===== src/rtl/hawk_cpu_stall_wr.sv =====
// Write-path stall: holds each AXI4 write address until the hawk lookup grants it, then issues it with the translated ppa.
// Optional HAWK_WR_BYPASS_EN: hawk_inactive turns the AW/W path into a plain wire.
`ifndef HACD_AXI4_DATA_WIDTH
`define HACD_AXI4_DATA_WIDTH 64
`endif
`ifndef HACD_AXI4_ADDR_WIDTH
`define HACD_AXI4_ADDR_WIDTH 64
`endif
`ifndef HACD_AXI4_ID_WIDTH
`define HACD_AXI4_ID_WIDTH 4
`endif
`ifndef HACD_AXI4_USER_WIDTH
`define HACD_AXI4_USER_WIDTH 1
`endif

package hacd_pkg;
  localparam int HPPA_W = 52;
  typedef struct packed {
    logic              allow_access;
    logic [HPPA_W-1:0] ppa;
  } hawk_cpu_ovrd_pkt_t;
  typedef struct packed {
    logic              valid;
    logic [HPPA_W-1:0] hppa;
  } cpu_reqpkt_t;
  typedef struct packed {
    logic [63:0] lastaddr0;
    logic [63:0] lastaddr1;
    logic [63:0] awcount0;
    logic [63:0] awcount1;
    logic [63:0] resp_count0;
    logic [63:0] resp_count1;
    logic        overflow;
    logic        bus_error;
    logic [1:0]  fsm_state;
  } stall_debug_bus;
endpackage

module hawk_cpu_stall_wr #(
  parameter int DATA_WIDTH   = `HACD_AXI4_DATA_WIDTH,
  parameter int ADDR_WIDTH   = `HACD_AXI4_ADDR_WIDTH,
  parameter int STRB_WIDTH   = DATA_WIDTH/8,
  parameter int ID_WIDTH     = `HACD_AXI4_ID_WIDTH,
  parameter int AWUSER_WIDTH = `HACD_AXI4_USER_WIDTH
) (
  input  logic                         clk,
  input  logic                         rst_n,
  input  hacd_pkg::hawk_cpu_ovrd_pkt_t hawk_cpu_ovrd_pkt,
  output hacd_pkg::cpu_reqpkt_t        cpu_reqpkt,
  input  logic                         hawk_inactive,
  input  logic [ID_WIDTH-1:0]          s_axi_awid,
  input  logic [ADDR_WIDTH-1:0]        s_axi_awaddr,
  input  logic [7:0]                   s_axi_awlen,
  input  logic [2:0]                   s_axi_awsize,
  input  logic [1:0]                   s_axi_awburst,
  input  logic                         s_axi_awlock,
  input  logic [3:0]                   s_axi_awcache,
  input  logic [2:0]                   s_axi_awprot,
  input  logic [3:0]                   s_axi_awqos,
  input  logic [3:0]                   s_axi_awregion,
  input  logic [AWUSER_WIDTH-1:0]      s_axi_awuser,
  input  logic                         s_axi_awvalid,
  output logic                         s_axi_awready,
  input  logic [DATA_WIDTH-1:0]        s_axi_wdata,
  input  logic [STRB_WIDTH-1:0]        s_axi_wstrb,
  input  logic                         s_axi_wlast,
  input  logic [AWUSER_WIDTH-1:0]      s_axi_wuser,
  input  logic                         s_axi_wvalid,
  output logic                         s_axi_wready,
  output logic [ID_WIDTH-1:0]          s_axi_bid,
  output logic [1:0]                   s_axi_bresp,
  output logic [AWUSER_WIDTH-1:0]      s_axi_buser,
  output logic                         s_axi_bvalid,
  input  logic                         s_axi_bready,
  output logic [ID_WIDTH-1:0]          m_axi_awid,
  output logic [ADDR_WIDTH-1:0]        m_axi_awaddr,
  output logic [7:0]                   m_axi_awlen,
  output logic [2:0]                   m_axi_awsize,
  output logic [1:0]                   m_axi_awburst,
  output logic                         m_axi_awlock,
  output logic [3:0]                   m_axi_awcache,
  output logic [2:0]                   m_axi_awprot,
  output logic [3:0]                   m_axi_awqos,
  output logic [3:0]                   m_axi_awregion,
  output logic [AWUSER_WIDTH-1:0]      m_axi_awuser,
  output logic                         m_axi_awvalid,
  input  logic                         m_axi_awready,
  output logic [DATA_WIDTH-1:0]        m_axi_wdata,
  output logic [STRB_WIDTH-1:0]        m_axi_wstrb,
  output logic                         m_axi_wlast,
  output logic [AWUSER_WIDTH-1:0]      m_axi_wuser,
  output logic                         m_axi_wvalid,
  input  logic                         m_axi_wready,
  input  logic [ID_WIDTH-1:0]          m_axi_bid,
  input  logic [1:0]                   m_axi_bresp,
  input  logic [AWUSER_WIDTH-1:0]      m_axi_buser,
  input  logic                         m_axi_bvalid,
  output logic                         m_axi_bready,
  output hacd_pkg::stall_debug_bus     stall_wr_dbg_bus
);
  localparam int HW = hacd_pkg::HPPA_W;

  typedef enum logic [1:0] {IDLE, WAIT, ADDR, DATA} state_e;

  typedef struct packed {
    logic [ID_WIDTH-1:0]     id;
    logic [ADDR_WIDTH-1:0]   addr;
    logic [7:0]              len;
    logic [2:0]              size;
    logic [1:0]              burst;
    logic                    lock;
    logic [3:0]              cache;
    logic [2:0]              prot;
    logic [3:0]              qos;
    logic [3:0]              region;
    logic [AWUSER_WIDTH-1:0] user;
  } aw_t;

  state_e  state_q;
  aw_t     aw_q, s_aw, m_aw;
  logic    awready_q, awvalid_q, allow_q;
  logic [HW-1:0] ppa_q;
  logic    bypass, aw_cap, w_open;
  hacd_pkg::stall_debug_bus dbg_q, dbg_d;

`ifdef HAWK_WR_BYPASS_EN
  assign bypass = hawk_inactive;
`else
  logic unused_inactive;
  assign bypass = 1'b0;
  assign unused_inactive = hawk_inactive;
`endif

  assign s_aw = {s_axi_awid, s_axi_awaddr, s_axi_awlen, s_axi_awsize, s_axi_awburst, s_axi_awlock,
                 s_axi_awcache, s_axi_awprot, s_axi_awqos, s_axi_awregion, s_axi_awuser};
  assign m_aw = bypass ? s_aw : aw_q;
  assign {m_axi_awid, m_axi_awaddr, m_axi_awlen, m_axi_awsize, m_axi_awburst, m_axi_awlock,
          m_axi_awcache, m_axi_awprot, m_axi_awqos, m_axi_awregion, m_axi_awuser} = m_aw;
  assign m_axi_awvalid = bypass ? s_axi_awvalid : awvalid_q;
  assign s_axi_awready = bypass ? m_axi_awready : awready_q;
  assign aw_cap        = !bypass && s_axi_awvalid && awready_q;

  // Write data may only flow once memory has taken the matching address.
  assign w_open       = bypass || (state_q == DATA);
  assign m_axi_wvalid = w_open && s_axi_wvalid;
  assign s_axi_wready = w_open && m_axi_wready;
  assign m_axi_wdata  = s_axi_wdata;
  assign m_axi_wstrb  = s_axi_wstrb;
  assign m_axi_wlast  = s_axi_wlast;
  assign m_axi_wuser  = s_axi_wuser;

  assign s_axi_bid    = m_axi_bid;
  assign s_axi_bresp  = m_axi_bresp;
  assign s_axi_buser  = m_axi_buser;
  assign s_axi_bvalid = m_axi_bvalid;
  assign m_axi_bready = s_axi_bready;

  always_comb begin
    cpu_reqpkt.valid = !bypass && (state_q == WAIT) && !allow_q && !hawk_cpu_ovrd_pkt.allow_access;
    cpu_reqpkt.hppa  = HW'(aw_q.addr[ADDR_WIDTH-1:12]);
  end

  always_ff @(posedge clk or negedge rst_n) begin
    if (!rst_n) begin
      state_q   <= IDLE;
      aw_q      <= '0;
      awready_q <= 1'b0;
      awvalid_q <= 1'b0;
      allow_q   <= 1'b0;
      ppa_q     <= '0;
    end else begin
      if (hawk_cpu_ovrd_pkt.allow_access) ppa_q <= hawk_cpu_ovrd_pkt.ppa;
      // A grant in the capture cycle belongs to the new request, so it survives.
      allow_q <= aw_cap ? hawk_cpu_ovrd_pkt.allow_access : (allow_q | hawk_cpu_ovrd_pkt.allow_access);
      unique case (state_q)
        IDLE: begin
          awready_q <= 1'b1;
          if (aw_cap) begin
            aw_q      <= s_aw;
            awready_q <= 1'b0;
            state_q   <= WAIT;
          end
        end
        WAIT: if (allow_q) begin
          aw_q.addr <= {ppa_q[ADDR_WIDTH-13:0], aw_q.addr[11:0]};
          awvalid_q <= 1'b1;
          state_q   <= ADDR;
        end
        ADDR: if (m_axi_awready) begin
          awvalid_q <= 1'b0;
          state_q   <= DATA;
        end
        DATA: if (s_axi_wvalid && m_axi_wready && s_axi_wlast) begin
          awready_q <= 1'b1;
          state_q   <= IDLE;
        end
      endcase
    end
  end

  always_comb begin
    dbg_d = dbg_q;
    if (s_axi_awvalid && s_axi_awready) begin
      if (s_axi_awid == ID_WIDTH'(0)) begin
        dbg_d.lastaddr0 = 64'(s_axi_awaddr);
        dbg_d.awcount0  = dbg_q.awcount0 + 64'd1;
      end else if (s_axi_awid == ID_WIDTH'(1)) begin
        dbg_d.lastaddr1 = 64'(s_axi_awaddr);
        dbg_d.awcount1  = dbg_q.awcount1 + 64'd1;
      end else begin
        dbg_d.overflow = 1'b1;
      end
    end
    if (m_axi_bvalid && s_axi_bready) begin
      if (m_axi_bresp != 2'b00) dbg_d.bus_error = 1'b1;
      if (m_axi_bid > ID_WIDTH'(1)) dbg_d.overflow = 1'b1;
      else if (m_axi_bresp == 2'b00) begin
        if (m_axi_bid == ID_WIDTH'(0)) dbg_d.resp_count0 = dbg_q.resp_count0 + 64'd1;
        else                           dbg_d.resp_count1 = dbg_q.resp_count1 + 64'd1;
      end
    end
    if ((&dbg_q.awcount0) || (&dbg_q.awcount1) || (&dbg_q.resp_count0) || (&dbg_q.resp_count1))
      dbg_d.overflow = 1'b1;
  end

  always_ff @(posedge clk or negedge rst_n) begin
    if (!rst_n) begin
      dbg_q           <= '0;
      dbg_q.lastaddr0 <= '1;
      dbg_q.lastaddr1 <= '1;
    end else begin
      dbg_q <= dbg_d;
    end
  end

  always_comb begin
    stall_wr_dbg_bus           = dbg_q;
    stall_wr_dbg_bus.fsm_state = state_q;
  end
endmodule

===== config.mk =====
export PLATFORM = sky130hd
export DESIGN_NAME = hawk_cpu_stall_wr
export DESIGN_NICKNAME = d
export VERILOG_FILES = /design/src/rtl/hawk_cpu_stall_wr.sv
export SDC_FILE = /design/constraint.sdc
export NUM_CORES = 1
export LEC_CHECK = 0
export ABC_CLOCK_PERIOD_IN_PS = 3300
export BUFFER_PORTS_ARGS = -buffer_cell sky130_fd_sc_hd__clkbuf_2
export CORE_AREA = 2 2 335 337
export DETAILED_ROUTE_END_ITERATION = 16
export DIE_AREA = 0 0 337 339
export PLACE_DENSITY = 0.47
export SYNTH_ARGS = -nofsm -noshare
export SYNTH_HDL_FRONTEND = slang
export SYNTH_SLANG_ARGS = --single-unit

===== constraint.sdc =====
create_clock -name clk -period 3.3 [get_ports clk]
set_input_delay 0.495 -clock clk [delete_from_list [all_inputs] [get_ports clk]]
set_output_delay 0.495 -clock clk [all_outputs]
set_load 0.01 [all_outputs]

# Word level (Yosys, flattened, before mapping)
# Cells that the tools add are included.
# totals
reg_bits	541
out_inout_bits	626
# op_classes
add_sub_neg	4
magnitude_cmp	1
eq_ne	8
n_mux	22
bitwise	5
reduce_logical	36
# ops
op	n
$add 64x1->64 const B	4
$reduce_and 64->1	4
$pmux 64 s2	1
$mux 94	1
$mux 64	1
$reduce_and 3->1	4
$reduce_and 4->1	3
$mux 1	11
$mux 2	5
$logic_and 1x1->1	8
$logic_not 4->1	2
$pmux 2 s4	1
$reduce_and 2->1	4
$reduce_bool 2->1	4
$ne 2x2->1 const B	3
$eq 2x2->1 const B	2
$eq 4x1->1 const B	1
$gt 4x1->1 const B	1
$logic_not 2->1	2
$not 1->1	4
$pmux 1 s2	2
$logic_or 1x1->1	3
$eq 2x1->1 const B	1
$logic_not 1->1	2
2 further kinds	2

# Longest topological paths before layout
# depth
depth_word	7
depth_mapped	9

# Worst setup path before layout
# Ideal clock, no wire load.
# synth_timing
kind	input port to flip-flop
startpoint	input port m_axi_bid[2]
endpoint	register dbg_q, in the netlist stall_wr_dbg_bus[123]
setup_ns	0.079
arrival_ns	2.515
t_required_ns	3.220
slack_ns	0.706
stages	8
n_path_buf	2
cell_sequence	or3_4 > buf_6 > or3_1 > buf_6 > nor3_4 > or4b_4 > nor2_2 > xor2_1
# synth_between
elab_chain_len	3
elab_cells_between_ends	4
classes_between	order compare: 1; bitwise: 1; reduce/logical: 2
# synth_lines
element	line	text
from (decl)	94	input logic [ID_WIDTH-1:0] m_axi_bid,
$gt 4x1->1	216	if (m_axi_bid > ID_WIDTH'(1)) dbg_d.overflow = 1'b1;
$not 1->1 (no source line)	-	
$reduce_and 4->1 (no source line) *	-	
to (signal assigned)	232	dbg_q <= dbg_d;
to (decl)	124	hacd_pkg::stall_debug_bus dbg_q, dbg_d;
# Every way passes the cells marked *; elsewhere a longest branch is shown, timed or not.
# A chain may end at the register's enable or synchronous reset.

# Worst setup path after layout
# layout_timing
startpoint	register dbg_q, in the netlist stall_wr_dbg_bus[143]
endpoint	register dbg_q, in the netlist stall_wr_dbg_bus[167]
# layout_between
elab_chain_len	1
# layout_lines
element	line	text
$add 64x1->64	209	dbg_d.awcount1 = dbg_q.awcount1 + 64'd1;
# Every way passes these cells.

==> impl_results.md <==
- Largest net degree at the start of global routing: 105
- Worst-path clk slew: 0.06 ns
- R2R Path Start: stall_wr_dbg_bus[143]
- Worst-margin pin slew: 0.9219 ns
- Die height: 339 um
- TritonCTS Sinks: approximately 540
- DP Wirelength: approximately 66000 um
- Gp weighted congestion: about 0.82
- Clock buffer depth: 3
- HP Start: s_axi_awregion[0]
- Die ar.: 114200 um^2
- GR Overflow Total: 0
- First-pass GRT wire length: ~130000 um
- CORE AREA: 110400 um^2
- Initial antenna violation count: 3
- Power Dens Cells: 726.7 nW/um^2
- Crit path max fanout: 7
- Max transition margin: 38.01%
- Period minus WS final: approximately 2.7 ns
- Clock Skew: about 0.024 ns
- Synthesized area: between 20000 and 25000 um^2
- All-Layer GR Usage: between 10% and 20%
- Antenna Violating Nets Remaining: 0
- Post-CTS Setup Inserts: 0
- Worst reg2reg path depth: 6
- # diodes: 0
- Syn nets: 2395
- CP Launch Type: flip-flop
- IO buf count: between 700 and 800
- Status: completed
- RSZ-0062 raised after global routing: no
- Ys Warns: 0
- DRT iter0 DRCs: 732
- Vias in the first global route: 18380
- CP Class: flip-flop to flip-flop
- Final Hold Vio Count: 0
- Starting density of the core: 22.11%
- Final setup violation count: 0
- Setup slack, reg-to-reg: 0.61 ns
- Hold path cells: 2
- Die W: 337 um
- Via density: 4.225
- # DRC: 0
- Later-pin clock latency in the skew report: between 0.6 and 0.7 ns
- Clk root buf: clkbuf_16
- Post-Synthesis Cells: 2145
- Max frequency: roughly 370 MHz
- Leakage: 14.99 nW
- Synth Register Bits: between 500 and 600
- Area delta synth->final: 28.87%
- Routed vias: around 18000
- Sum Neg Setup Slack: 0 ns
- Num rows: around 120
- H-tree depth: 3
- PnR Total Power: 22.85 mW
- Seq/Total Area, Yosys: 56.14%
- Final period utilization: 81.48%
- DRT Pass-1 Iters: 4
- Final #Nets: 3040
- DR WL/cell: approximately 20 um
- Final wirelength: 84720 um
- Syn Area/Cell: about 11 um^2
- Share of layout cells above drive strength 1: 44.12%
- # IOs: 867
- Max rail drop VDD: 0.0005420 V
- CTS tree: done
- Worst setup EP type: flip-flop
- Worst hold path class: input port to flip-flop
- Number of max-cap violations: 0
- Hold EP: m_axi_awregion[0]
- WP data required: 3.80 ns
- Arrival time worst endpoint: approximately 3.2 ns
- Reg-to-Reg End: stall_wr_dbg_bus[167]
- Inserted Clock Buffers: 68
- Slew Viols, Final: 0
- Post-synth cell types: 48
[report_power, final]
part           leakage [nW]  internal [mW]  switching, mW
sequential             6.70           8.39          0.947
clock                  1.12           4.54           3.06
combinational          7.16           2.45           3.47
[cells in the mapped netlist, drive strengths merged]
cell / n / area share, %
dfrtp: 413 / 42
mux2: 216 / 10
nor2: 187 / 2.9
nand2: 181 / 2.8
buf: 151 / 4.5
xnor2: 145 / 5.2
dfstp: 128 / 14
a21oi: 108 / 2.2
xor2: 107 / 3.8
nand3: 100 / 2.1
nand4: 80 / 2.1
nor3: 55 / 1.3
clkbuf: 52 / 0.80
and3: 48 / 1.2
nor4: 31 / 1.0
inv: 29 / 0.45
and4: 20 / 0.72
nand2b: 19 / 0.49
o21ai: 17 / 0.35
and2: 10 / 0.26
or3: 10 / 0.28
ha: 9 / 0.46
or4: 7 / 0.23
or2: 4 / 0.10
nor3b: 3 / 0.092
nand4bb: 2 / 0.092
o31ai: 2 / 0.062
or4b: 2 / 0.097
a21o: 1 / 0.031
a311oi: 1 / 0.036
and3b: 1 / 0.036
nand3b: 1 / 0.031
nand4b: 1 / 0.036
nor2b: 1 / 0.026
nor4b: 1 / 0.062
o211ai: 1 / 0.031
o32a: 1 / 0.041
[worst max-delay path, cell delays in order (launching register included)]
cell and delay, ns:
dfrtp_1 0.45, and3_1 0.30, or4b_1 0.49, or4_1 0.63, nor2_1 0.39, nand4_1 0.17
xnor2_1 0.14
[cell families (layout without fill, tap and decap cells)]
group	after synthesis	in the layout	synth area share [%]
AO/OA/AOI/OAI	131	131	2.764
XOR/XNOR	252	252	9.046
adder cells (fa/ha/maj)	9	9	0.4615
buffers and inverters	232	925	5.708
flip-flops	541	541	56.14
multiplexers	216	216	9.969
AND/OR/NAND/NOR	764	764	15.91
[sequential cells by signal, summed over array words and instances, names as in the netlist, 2 cells and up]
signal and cells:
m_axi_awaddr 64, state_q 2, m_axi_awburst 2, ppa_q 52, m_axi_awregion 4, m_axi_awid 4, stall_wr_dbg_bus 386, m_axi_awsize 3
m_axi_awcache 4, m_axi_awqos 4, m_axi_awprot 3, m_axi_awlen 8
[what timing repair did]
action / 4_1_cts / 5_1_grt
hold buffers: 1 / 0
endpoints found under the hold margin: 24 / 0
setup endpoints to repair: 0 / 0
resized for setup: 0 / 0
[cell type report]
class                           instances  area (um^2)
Clock buffer                          101         2038
Timing Repair Buffer                  778         4134
Clock inverter                         17        247.7
Inverter                               29        108.9
Sequential cell                       541        13700
Multi-Input combinational cell       1372         9353
Tap cell                             1488         1862
Fill cell                           11690        78920
[cell usage in the layout, fill, tap and decap left out, drive strengths merged, types with 20 or more instances in the layout]
cell type	count
clkbuf	817
a21oi	108
nand2	181
dfstp	128
nor2	187
mux2	216
dfrtp	413
nor3	55
and3	48
inv	33
nand3	100
and4	20
nor4	31
nand4	80
xnor2	145
buf	61
xor2	107
[worst max path at each step]
stage | from | endpoint
global route | stall_wr_dbg_bus[143] | stall_wr_dbg_bus[167]
floorplan | m_axi_bid[2] | stall_wr_dbg_bus[123]
CTS | stall_wr_dbg_bus[6] | stall_wr_dbg_bus[3]
global placement | s_axi_awid[1] | stall_wr_dbg_bus[225]
finish | stall_wr_dbg_bus[143] | stall_wr_dbg_bus[167]
detailed placement | s_axi_awid[1] | stall_wr_dbg_bus[225]
[per-stage QoR]
stage	cell area [um^2]	utilization, %	hold slack, ns	setup slack, ns	instances
finish	31440	28.49	0.09661	0.6111	4326
global route	31440	28.49	0.04978	0.3165	4326
CTS	31440	28.49	0.02485	0.5794	4326
detailed placement	29150	26.41	0.4534	0.2996	4207
global placement	29150	26.41	0.4610	0.2910	4207
floorplan	24400	-	0.1994	0.7058	2145
[per-layer routing]
metal | wire length [um] | track usage [%] | part of all wire (%) | vias to the layer above
li1 | - | - | - | 8554
met3 | 7917 | 5.698 | 9.3 | 111
met2 | 40450 | 24.11 | 48 | 554
met1 | 34770 | 17.38 | 41 | 9054
met4 | 1543 | 3.906 | 1.8 | 6
met5 | 43 | 0 | 0.051 | -
Note: power is estimated with default switching activity, not from simulation.
